`config.mk`:
```
export PLATFORM = sky130hd
export DESIGN_NAME = seq_calculator
export DESIGN_NICKNAME = d
export VERILOG_FILES = /design/src/rtl/seq_calculator.sv
export SDC_FILE = /design/constraint.sdc
export NUM_CORES = 1
export LEC_CHECK = 0
export CAP_MARGIN = 5
export CORE_ASPECT_RATIO = 1.2
export CORE_MARGIN = 2
export CORE_UTILIZATION = 50
export CTS_BUF_LIST = sky130_fd_sc_hd__clkbuf_8
export DETAILED_ROUTE_END_ITERATION = 10
export PLACE_DENSITY = 0.72
export RECOVER_POWER = 100
export SYNTH_ARGS = -nofsm -noshare
export SYNTH_HDL_FRONTEND = slang
export SYNTH_SLANG_ARGS = --single-unit
```
`constraint.sdc`:
```
create_clock -name clk -period 4.43 [get_ports clk]
set_input_delay 0.886 -clock clk [delete_from_list [all_inputs] [get_ports clk]]
set_output_delay 0.886 -clock clk [all_outputs]
set_load 0.005 [all_outputs]
```
`src/rtl/seq_calculator.sv`:
```
// seq_calculator: start/done sequential ALU with shift-add multiply and optional restoring divide (SEQ_CALC_DIV_EN).
// Single-cycle ops finish one edge after acceptance; MUL/DIV iterate WIDTH edges.
module seq_calculator #(
  parameter int WIDTH = 8
) (
  input  logic             clk,
  input  logic             rst_n,
  input  logic             ena,
  input  logic [WIDTH-1:0] a_in,
  input  logic [WIDTH-1:0] b_in,
  input  logic [2:0]       op,
  input  logic             start,
  output logic             busy,
  output logic             done,
  output logic [WIDTH-1:0] result_lo,
  output logic [WIDTH-1:0] result_hi,
  output logic             err,
  output logic             zero
);
  localparam int CW = $clog2(WIDTH);
  localparam logic [CW-1:0] LAST = CW'(WIDTH - 1);
  localparam logic [2:0] OP_ADD = 3'd0, OP_SUB = 3'd1, OP_AND = 3'd2, OP_OR = 3'd3,
                         OP_XOR = 3'd4, OP_MUL = 3'd5, OP_DIV = 3'd6, OP_RES = 3'd7;
  typedef enum logic [1:0] {IDLE, CALC, DONE} state_t;
  state_t           state;
  logic [WIDTH-1:0] a_r, b_r, ph, pl;
  logic [2:0]       op_r;
  logic [CW-1:0]    cnt;
  logic [WIDTH:0]   add_s, sub_s, mul_sum;
  logic [WIDTH-1:0] mul_hi, mul_lo, div_hi, div_lo, lo_n, hi_n;
  logic             is_mul, is_div, iter, last, err_n;
  // ph/pl are shared: MUL keeps {partial product, multiplier}, DIV keeps {remainder, dividend/quotient}
  `ifdef SEQ_CALC_DIV_EN
  localparam bit DIV_EN = 1'b1;
  logic [WIDTH:0] div_sh, div_df;
  logic           div_ok;
  always_comb begin
    div_sh = {ph, pl[WIDTH-1]};
    div_df = div_sh - {1'b0, b_r};
    div_ok = !div_df[WIDTH];
    div_hi = div_ok ? div_df[WIDTH-1:0] : div_sh[WIDTH-1:0];
    div_lo = {pl[WIDTH-2:0], div_ok};
  end
  `else
  localparam bit DIV_EN = 1'b0;
  assign div_hi = '0;
  assign div_lo = '0;
  `endif
  always_comb begin
    add_s   = {1'b0, a_r} + {1'b0, b_r};
    sub_s   = {1'b0, a_r} - {1'b0, b_r};
    mul_sum = {1'b0, ph} + (pl[0] ? {1'b0, a_r} : '0);
    mul_hi  = mul_sum[WIDTH:1];
    mul_lo  = {mul_sum[0], pl[WIDTH-1:1]};
    is_mul  = op_r == OP_MUL;
    is_div  = DIV_EN && op_r == OP_DIV;
    iter    = is_mul || (is_div && b_r != '0);
    last    = !iter || cnt == LAST;
    lo_n    = op_r == OP_ADD ? add_s[WIDTH-1:0] :
              op_r == OP_SUB ? sub_s[WIDTH-1:0] :
              op_r == OP_AND ? a_r & b_r :
              op_r == OP_OR  ? a_r | b_r :
              op_r == OP_XOR ? a_r ^ b_r :
              is_mul         ? mul_lo :
              is_div         ? (b_r == '0 ? '1 : div_lo) : '0;
    hi_n    = op_r == OP_ADD ? {{(WIDTH-1){1'b0}}, add_s[WIDTH]} :
              op_r == OP_SUB ? {{(WIDTH-1){1'b0}}, sub_s[WIDTH]} :
              is_mul         ? mul_hi :
              is_div         ? (b_r == '0 ? a_r : div_hi) : '0;
    err_n   = op_r == OP_RES || (op_r == OP_DIV && !(is_div && b_r != '0));
  end
  always_ff @(posedge clk or negedge rst_n) begin
    if (!rst_n) begin
      state     <= IDLE;
      busy      <= 1'b0;
      done      <= 1'b0;
      result_lo <= '0;
      result_hi <= '0;
      err       <= 1'b0;
      zero      <= 1'b0;
      a_r       <= '0;
      b_r       <= '0;
      op_r      <= '0;
      ph        <= '0;
      pl        <= '0;
      cnt       <= '0;
    end else if (ena) begin
      case (state)
        IDLE, DONE: begin
          done  <= 1'b0;
          state <= IDLE;
          if (start) begin
            state <= CALC;
            busy  <= 1'b1;
            a_r   <= a_in;
            b_r   <= b_in;
            op_r  <= op;
            cnt   <= '0;
            ph    <= '0;
            pl    <= op == OP_MUL ? b_in : a_in;
          end
        end
        CALC: begin
          ph  <= is_mul ? mul_hi : div_hi;
          pl  <= is_mul ? mul_lo : div_lo;
          cnt <= cnt + 1'b1;
          if (last) begin
            state     <= DONE;
            busy      <= 1'b0;
            done      <= 1'b1;
            result_lo <= lo_n;
            result_hi <= hi_n;
            err       <= err_n;
            zero      <= lo_n == '0;
          end
        end
        default: state <= IDLE;
      endcase
    end
  end
endmodule

```
==> run_results.csv <==
group,metric,value,unit
final_layout,num_antenna_cells,0,
place,portBuffers,42,
outcome,violations,"capacitance limit, slew limit",
critical_path,crit_path_start_kind,"input pin",
synthesis,avgSynthCellArea,9.76,um^2
cts,clk_transition_reported_paths,0.07,ns
critical_path,cp.required,4.61,ns
detailed_routing,wl,9.47,mm
synthesis,synth_warnings,0,
synthesis,yosysTopAreaCell,"dfrtp_1",
global_routing,grt_pass1_wl,15.3,mm
floorplan,core,8020,um^2
final_layout,layout-drive-gt1-share,0.122,
cts,cts_made_buffers,9,
synthesis,syn_nets,479,
final_layout,nNetsFinal,515,
global_routing,grt_pass1_vias,3121,
critical_path,crit_chain,"dlygate4sd3_1 > nand3b_1 > clkbuf_1 > and2_1 > o21ai_0",
critical_path,critical-path-max-stage-delay,0.95,ns
detailed_routing,drc,0,
global_routing,antenna_found_initial,0,
timing,finalHoldViolCount,0,
cts,cts.path.max_buffers,2,
timing,min_period_over_period,0.769,
cts,clk_latency,0.34,ns
detailed_routing,ant_nets,0,
synthesis,synthTopCellsByCount,"dfrtp_1 (60), nand2_1 (40), ha_1 (35), inv_1 (30), o21ai_0 (27)",
final_layout,area_growth_syn_to_layout,15.6,%
final_layout,register_area,1500,um^2
cts,cts_max_level,3,
synthesis,yosys.cell_count.top_type,"dfrtp_1",
timing,rsz0062_at_grt,"false",
critical_path,cpMaxStageDelayCell,"clkbuf_1",
critical_path,path_class,"in2reg",
synthesis,ys_async_sr_fraction,1.00,
global_routing,grt_usage,0.226,
outcome,status,"finished, violations left",
detailed_routing,drtIter0Drc,153,
cts,cts_setup_buffers,0,
synthesis,ys_seq_area_frac,0.368,
synthesis,synth_area,4080,um^2
synthesis,synthDistinctLibCells,56,
global_routing,grt_max_degree,34,
timing,skew,0.0129,ns
cts,ctsHoldBuffers,0,
synthesis,ys_top_cells_by_area,"dfrtp_1 (37%), ha_1 (11%), mux2_2 (6.9%)",
timing,tightest_slew,1.58,ns
floorplan,num_io_pins,43,
cts,cts_resized,0,
floorplan,dieArea,8900,um^2
job,maxCapViolCount,1,
power,worst_ir_drop_vdd,237,uV
final_layout,multi_input_comb_area,2310,um^2
critical_path,cp_max_fo,27,
cts,cts_tree,"yes",
synthesis,ys_ff_latch,60,
global_routing,overflow,0,
detailed_routing,wl_per_cell,17.1,um
place,hpwl,7.30,mm
detailed_routing,detail_route.first_pass.iterations,4,
final_layout,n_fill_cell,708,
timing,fin_crit,3.41,ns
timing,setup_tns,0,ns
hold_path,hp-class,"reg2reg",
detailed_routing,vias,3181,
floorplan,initial_core_util,0.509,
timing,hold_ws,0.482,ns
timing,maxClockFrequency,293,MHz
synthesis,synth_top_area_share,0.368,
floorplan,die_y,103,um
synthesis,synth_edf_count,0,
timing,slew_headroom,-0.0532,
floorplan,rows,36,
timing,setup-violations-final,0,
synthesis,syn_inst,418,
timing,slew_viol_final,29,
power,power_leakage,0.00228,uW
cts,clock-sinks,60,
critical_path,crit_path_end_kind,"flip-flop",
place,gp_congestion,0.918,
floorplan,die_x,86.4,um
critical_path,arrival,3.59,ns
detailed_routing,vias_per_cell,5.74,
power,power_density,539,nW/um^2
synthesis,synthFlopType,"dfrtp_1",
cts,root_buffer,"clkbuf_8",
worst paths after layout:
check                      cells past startpoint      endpoint         start  slack (ns)
max                                            5         pl[0]           ena        1.02
min                                            2  result_lo[5]  result_lo[5]        0.48
max reg2reg                                    8          zero       op_r[2]        1.54
min reg2reg                                    2  result_lo[5]  result_lo[5]        0.48
max in group asynchronous                      2  result_lo[4]         rst_n        2.32
min in group asynchronous                      1        b_r[3]         rst_n        0.93
placed cells by master, fill, tap and decap left out, types with 15 or more instances in the layout:
master and n:
ha_1 35, mux2_2 25, dlygate4sd3_1 21, inv_1 30, clkdlybuf4s50_1 20, o21ai_0 29, nor2_1 26, mux2i_1 15
a21oi_1 23, dfrtp_1 60, nand2_1 40
sequential cells by signal, indices dropped and copies added (netlist names), 2 cells and up:
name	count
state	2
pl	8
op_r	3
result_hi	8
cnt	3
a_r	8
b_r	8
result_lo	8
ph	8
worst max-delay path: cells and delay by family:
family	cells	cell delay [ns]
buf+inv	2	1.54
simple gates	2	0.93
compound gates	1	0.23
logic make-up (layout without fill, tap and decap cells):
logic type	after synthesis	after routing	share of synthesized area
buffers and inverters	52	93	0.0632
flip-flops	60	60	0.368
adder cells (fa/ha/maj)	38	38	0.122
multiplexers	40	40	0.106
XOR/XNOR	12	12	0.0258
AO/OA/AOI/OAI	111	111	0.189
AND/OR/NAND/NOR	105	105	0.126
layout make-up:
class	count	area share
clock buffer	10	0.0292
clock inverter	6	0.0186
inverter	30	0.0239
multi-input combinational	306	0.489
sequential	60	0.319
tap	95	0.0252
timing repair buffer	47	0.0951
layer usage:
metal,GRT usage,vias up,part of all wire
met3,0.0512,27,0.043
met4,0.117,0,0.040
met2,0.374,68,0.50
met5,0,-,0
li1,-,1538,-
met1,0.276,1548,0.42
power breakdown:
group	switching, uW	total (uW)	internal (uW)
Clock	223	554	332
Sequential	152	841	689
Combinational	626	1140	519
through the flow:
stage	total power [uW]	util	setup WS [ns]	area [um^2]	cells
after CTS	2590	0.590	1.83	4730	554
after global placement	2000	0.562	1.58	4510	538
after global routing	2720	0.588	0.819	4710	554
after detailed placement	2030	0.562	1.48	4510	538
after floorplan	1680	-	2.22	4080	418
final	2540	0.588	1.02	4710	554
Power figures use the tool's default switching activity.
